==> src/rtl/seven_segment_reader.sv <==
// Readback monitor for a multiplexed seven-segment bus: debounces each digit scan,
// decodes the glyph back to a hex nibble and assembles complete multi-digit frames.
module seven_segment_reader #(
    parameter int DIGITS         = 4,
    parameter int STABLE_CYCLES  = 4,
    parameter bit SEG_ACTIVE_LOW = 1'b0,
    parameter bit AN_ACTIVE_LOW  = 1'b0,
    localparam int DW            = (DIGITS > 1) ? $clog2(DIGITS) : 1
) (
    input  logic                  i_clk,
    input  logic                  i_rst,
    input  logic [6:0]            i_seg_in,
    input  logic [DIGITS-1:0]     i_an_in,
    output logic                  o_digit_valid,
    output logic [DW-1:0]         o_digit_idx,
    output logic [3:0]            o_digit_val,
    output logic                  o_digit_err,
    output logic                  o_frame_valid,
    output logic [4*DIGITS-1:0]   o_frame_val,
    output logic [DIGITS-1:0]     o_frame_err
);

    localparam int RW = $clog2(STABLE_CYCLES + 1);
    localparam logic [RW-1:0] RUN_MAX = RW'(STABLE_CYCLES);
    localparam logic [DIGITS-1:0] ALL_CAPTURED = '1;

    typedef enum logic {S_WAIT, S_HOLD} state_t;

    logic [DIGITS-1:0]   w_an;
    logic [6:0]          w_seg;
    logic [DIGITS-1:0]   r_smp_an, r_prev_an;
    logic [6:0]          r_smp_seg, r_prev_seg;
    logic [RW-1:0]       r_run;
    logic                w_onehot, w_same, w_accept;
    state_t              r_state, w_state_next;
    logic [3:0]          w_dec_val;
    logic                w_dec_err;
    logic [DW-1:0]       w_idx;
    logic [4*DIGITS-1:0] r_nib_store;
    logic [DIGITS-1:0]   r_err_store, r_captured, w_cap_base;
    logic                r_digit_valid, r_digit_err, r_frame_valid;
    logic [DW-1:0]       r_digit_idx;
    logic [3:0]          r_digit_val;
    logic [4*DIGITS-1:0] r_frame_val;
    logic [DIGITS-1:0]   r_frame_err;

    assign w_an  = AN_ACTIVE_LOW  ? ~i_an_in  : i_an_in;
    assign w_seg = SEG_ACTIVE_LOW ? ~i_seg_in : i_seg_in;

    always_ff @(posedge i_clk) begin
        if (i_rst) begin
            r_smp_an   <= '0;
            r_smp_seg  <= '0;
            r_prev_an  <= '0;
            r_prev_seg <= '0;
        end else begin
            r_smp_an   <= w_an;
            r_smp_seg  <= w_seg;
            r_prev_an  <= r_smp_an;
            r_prev_seg <= r_smp_seg;
        end
    end

    assign w_onehot = (r_smp_an != '0) && ((r_smp_an & (r_smp_an - DIGITS'(1))) == '0);
    assign w_same   = (r_smp_an == r_prev_an) && (r_smp_seg == r_prev_seg);

    // Run length of the current sample, saturating; zero whenever the select is unusable.
    always_ff @(posedge i_clk) begin
        if (i_rst || !w_onehot) begin
            r_run <= '0;
        end else if (!w_same) begin
            r_run <= RW'(1);
        end else if (r_run != RUN_MAX) begin
            r_run <= r_run + RW'(1);
        end
    end

    always_ff @(posedge i_clk) begin
        if (i_rst) r_state <= S_WAIT;
        else       r_state <= w_state_next;
    end

    // The w_same term keeps a sample that changed this very cycle from being accepted.
    always_comb begin
        w_state_next = r_state;
        w_accept     = 1'b0;
        case (r_state)
            S_WAIT: begin
                if (w_onehot && w_same && (r_run == RUN_MAX)) begin
                    w_accept     = 1'b1;
                    w_state_next = S_HOLD;
                end
            end
            S_HOLD: begin
                if (!w_onehot || !w_same) w_state_next = S_WAIT;
            end
            default: w_state_next = S_WAIT;
        endcase
    end

    always_comb begin
        w_dec_val = 4'h0;
        w_dec_err = 1'b0;
        case (r_smp_seg)
            7'h7E: w_dec_val = 4'h0;
            7'h30: w_dec_val = 4'h1;
            7'h6D: w_dec_val = 4'h2;
            7'h79: w_dec_val = 4'h3;
            7'h33: w_dec_val = 4'h4;
            7'h5B: w_dec_val = 4'h5;
            7'h5F: w_dec_val = 4'h6;
            7'h70: w_dec_val = 4'h7;
            7'h7F: w_dec_val = 4'h8;
            7'h7B: w_dec_val = 4'h9;
            7'h77: w_dec_val = 4'hA;
            7'h1F: w_dec_val = 4'hB;
            7'h4E: w_dec_val = 4'hC;
            7'h3D: w_dec_val = 4'hD;
            7'h4F: w_dec_val = 4'hE;
            7'h47: w_dec_val = 4'hF;
            default: w_dec_err = 1'b1;
        endcase
    end

    always_comb begin
        w_idx = '0;
        for (int i = 0; i < DIGITS; i++) begin
            if (r_smp_an[i]) w_idx = DW'(i);
        end
    end

    always_ff @(posedge i_clk) begin
        if (i_rst) begin
            r_digit_valid <= 1'b0;
            r_digit_idx   <= '0;
            r_digit_val   <= '0;
            r_digit_err   <= 1'b0;
            r_nib_store   <= '0;
            r_err_store   <= '0;
        end else begin
            r_digit_valid <= w_accept;
            if (w_accept) begin
                r_digit_idx               <= w_idx;
                r_digit_val               <= w_dec_val;
                r_digit_err               <= w_dec_err;
                r_nib_store[4*w_idx +: 4] <= w_dec_val;
                r_err_store[w_idx]        <= w_dec_err;
            end
        end
    end

    // A full mask is published one cycle after the completing accept; an accept in
    // that same cycle starts the next frame.
    assign w_cap_base = (r_captured == ALL_CAPTURED) ? '0 : r_captured;

    always_ff @(posedge i_clk) begin
        if (i_rst) begin
            r_captured    <= '0;
            r_frame_valid <= 1'b0;
            r_frame_val   <= '0;
            r_frame_err   <= '0;
        end else begin
            r_frame_valid <= 1'b0;
            if (r_captured == ALL_CAPTURED) begin
                r_frame_valid <= 1'b1;
                r_frame_val   <= r_nib_store;
                r_frame_err   <= r_err_store;
            end
            r_captured <= w_accept ? (w_cap_base | r_smp_an) : w_cap_base;
        end
    end

    assign o_digit_valid = r_digit_valid;
    assign o_digit_idx   = r_digit_idx;
    assign o_digit_val   = r_digit_val;
    assign o_digit_err   = r_digit_err;
    assign o_frame_valid = r_frame_valid;
    assign o_frame_val   = r_frame_val;
    assign o_frame_err   = r_frame_err;

endmodule
==> config.mk <==
export PLATFORM = sky130hd
export DESIGN_NAME = seven_segment_reader
export DESIGN_NICKNAME = d
export VERILOG_FILES = /design/src/rtl/seven_segment_reader.sv
export SDC_FILE = /design/constraint.sdc
export NUM_CORES = 1
export LEC_CHECK = 0
export BUFFER_PORTS_ARGS = -buffer_cell sky130_fd_sc_hd__buf_2
export CORE_ASPECT_RATIO = 1.5
export CORE_MARGIN = 2
export CORE_UTILIZATION = 25
export DETAILED_ROUTE_END_ITERATION = 8
export GPL_ROUTABILITY_DRIVEN = 1
export PLACE_DENSITY = 0.49
export SKIP_CTS_REPAIR_TIMING = 1
export SLEW_MARGIN = 0
export SYNTH_ARGS = -nofsm -noshare
export SYNTH_HDL_FRONTEND = slang
export SYNTH_SLANG_ARGS = --single-unit
==> constraint.sdc <==
create_clock -name i_clk -period 4.13 [get_ports i_clk]
set_input_delay 0.2065 -clock i_clk [delete_from_list [all_inputs] [get_ports i_clk]]
set_output_delay 0.2065 -clock i_clk [all_outputs]
set_load 0.005 [all_outputs]
==> impl_metrics.yaml <==
hold_path:
  hp-class: "in -> reg"
clocking:
  clk_latency_ns: 0.33
  numCtsBuffers: 9
  path_clk_slew_ns: 0.06
  root_buffer: "clkbuf_16"
  cts.htree.levels: 3
  cts_tree: "yes"
  clk_path_buf_depth: 2
  cts_sinks: 79
layout:
  final_nets: 428
  drive_above_1_share: 0.164
  design_area_um2: 4010
  diodes: 0
  area_growth_pct: 17.4
  final_util: 0.299
  fillers: 1473
pwr:
  p_per_area_nw_per_um2: 413
  ir_worst_vdd_mv: 0.214
  p_leak_nw: 1.48
  power_mw: 1.66
worst_setup_path:
  crit_arrival_ns: 2.59
  cp-end-kind: "flop"
  crit_required_ns: 4.39
  worstSetupPathType: "reg -> reg"
  cp-start-kind: "flop"
  path_buf_inv: 1
  slowest_delay_ns: 0.63
  critical_path.slowest_cell: "dfxtp_1"
  critical_path.max_fanout: 25
  r2r_slack_ns: 1.80
  crit_chain: "xor2_1 -> or4_4 -> nor4_4 -> buf_4 -> and2_1 -> mux2i_1"
  path_delay_family: "simple AND/OR/NAND/NOR gates"
logic_synthesis:
  ys_seq_elements: 79
  synth_edf_count: 0
  syn_inst: 382
  synth_seq_area_share: 0.463
  yosysTopAreaCell: "dfxtp_1"
  postSynth.asyncResetShare: 0
  synth_area_per_cell_um2: 8.94
  synthFlopType: "dfxtp_1"
  synth_top_area_share: 0.463
  synth.distinct_cells: 49
  synth.cell_area_um2: 3410
  synth.top_cells.by_area: "dfxtp_1, nand2_1, nand2b_1"
  synth_fp_nets: 401
  synth-warning-count: 0
placement:
  port_buffers: 41
  placed_cell_area_um2: 3720
  gp_congestion: 0.782
  dp_hpwl_um: 5420
grt:
  grt_pass1_vias: 2582
  grt_pass1_wl_um: 12700
  antenna_found_initial: 0
  grt_overflow_total: 0
  track_usage: 0.109
  grt_max_degree: 52
drt:
  avgViaCountPerCell: 4.57
  drtAntennaViolNets: 0
  drt_iter0_drc: 131
  routed_wirelength_um: 7620
  vias: 2632
  wire_per_inst_um: 13.2
  drt_pass1_iterations: 4
  drcViolationCount: 0
sta:
  rsz0062_at_grt: "false"
  tns_ns: 0
  period_needed_ns: 2.33
  period_share: 0.565
  slew_violations: 0
  worstMarginPinSlew_ns: 1.03
  fmaxAchievable_mhz: 428
  maxSlewHeadroom: 0.308
  clock-skew-final_ns: 0.00630
  hold_viol: 0
  setup_viol: 0
floorplanning:
  initial_core_util: 0.255
  ioPinCount: 42
  rows: 52
  die_w_um: 99.4
  die-area_um2: 14600
  die_h_um: 147
  core_area_um2: 13400
run:
  cap_violations: 0
status:
  status: "completed"
metal layers:
layer  vias to the layer above  track usage  wire [µm]
met5                         -            0          0
met4                         0       0.0541        159
met3                        12       0.0205        275
met2                        41        0.189       3930
met1                      1229        0.127       3260
li1                       1350            -          -
registers in the layout (all words and copies together), names as in the netlist:
name	cells
o_frame_val	16
r_nib_store	16
r_prev_seg	7
r_smp_seg	7
o_digit_val	4
o_frame_err	4
r_captured	4
r_err_store	4
r_prev_an	4
r_smp_an	4
r_run	3
o_digit_idx	2
o_digit_err	1
o_digit_valid	1
o_frame_valid	1
r_state	1
cell usage after synthesis (8+ instances only):
master and n:
nand2b_1 22, a21oi_1 27, clkbuf_1 19, nor2_1 24
nand2_1 50, xnor2_1 12, dfxtp_1 79, o21ai_0 10
inv_1 14, nand3_1 8, mux2i_1 12, nor2b_1 19
per-stage QoR:
| step | hold WS [ns] | setup WS (ns) | instances |
|---|---|---|---|
| after floorplan | 0.335 | 2.19 | 382 |
| final | 0.0791 | 1.80 | 576 |
| after global routing | 0.0789 | 1.65 | 576 |
| after global placement | 0.417 | 1.88 | 560 |
| after CTS | 0.0656 | 1.80 | 576 |
| after detailed placement | 0.418 | 1.80 | 560 |
path summary, 6_finish.rpt:
path               endpoint      startpoint  cells past startpoint
max          r_err_store[3]    r_smp_seg[5]                      6
min            r_smp_seg[6]     i_seg_in[6]                      2
max reg2reg  r_err_store[3]    r_smp_seg[5]                      6
min reg2reg  o_frame_val[2]  o_frame_val[2]                      2
layout make-up:
cell class	count	area [µm²]	area share
clock inverter	5	58.8	0.0147
multi-input combinational	262	1660	0.414
tap	162	203	0.0505
clock buffer	11	233	0.0580
inverter	14	52.6	0.0131
sequential	79	1580	0.394
timing repair buffer	43	220	0.0549
worst reg2reg max path, cell delays in order, from the launching register on:
cell     delay, ns
dfxtp_1       0.63
xor2_1        0.16
or4_4         0.57
nor4_4        0.13
buf_4         0.33
and2_1        0.26
mux2i_1       0.19
where the power goes:
part | leakage, nW | internal [mW] | switching (mW)
combinational | 0.699 | 0.0370 | 0.0480
clock | 0.136 | 0.468 | 0.309
sequential | 0.641 | 0.773 | 0.0213
total | 1.48 | 1.28 | 0.378
logic make-up (layout without fill, tap and decap cells):
kind of cell,after synthesis,in the layout,synth area share
AOI/OAI and AO/OA,67,67,0.128
xor gates and xnor gates,16,16,0.0410
and+or+nand+nor,161,161,0.260
DFF,79,79,0.463
muxes,12,12,0.0352
adders and majority gates,6,6,0.0220
buffers and inverters,41,73,0.0502
cell usage in the layout, fill, tap and decap left out, types with 3 or more instances in the layout:
cell type   n
dfxtp_1    79
nand2_1    50
buf_2      41
a21oi_1    27
nor2_1     24
nand2b_1   22
nor2b_1    19
inv_1      14
xnor2_1    12
mux2i_1    12
o21ai_0    10
clkbuf_16   9
nand3_1     8
nor3_1      6
o32ai_1     6
a211o_1     6
ha_1        6
xor2_1      4
a22oi_1     4
o211ai_1    3
nand3b_1    3
or4b_2      3
nor4b_1     3
nand4_1     3
and2_1      3
nor3b_1     3
(Power assumes the default switching activity.)
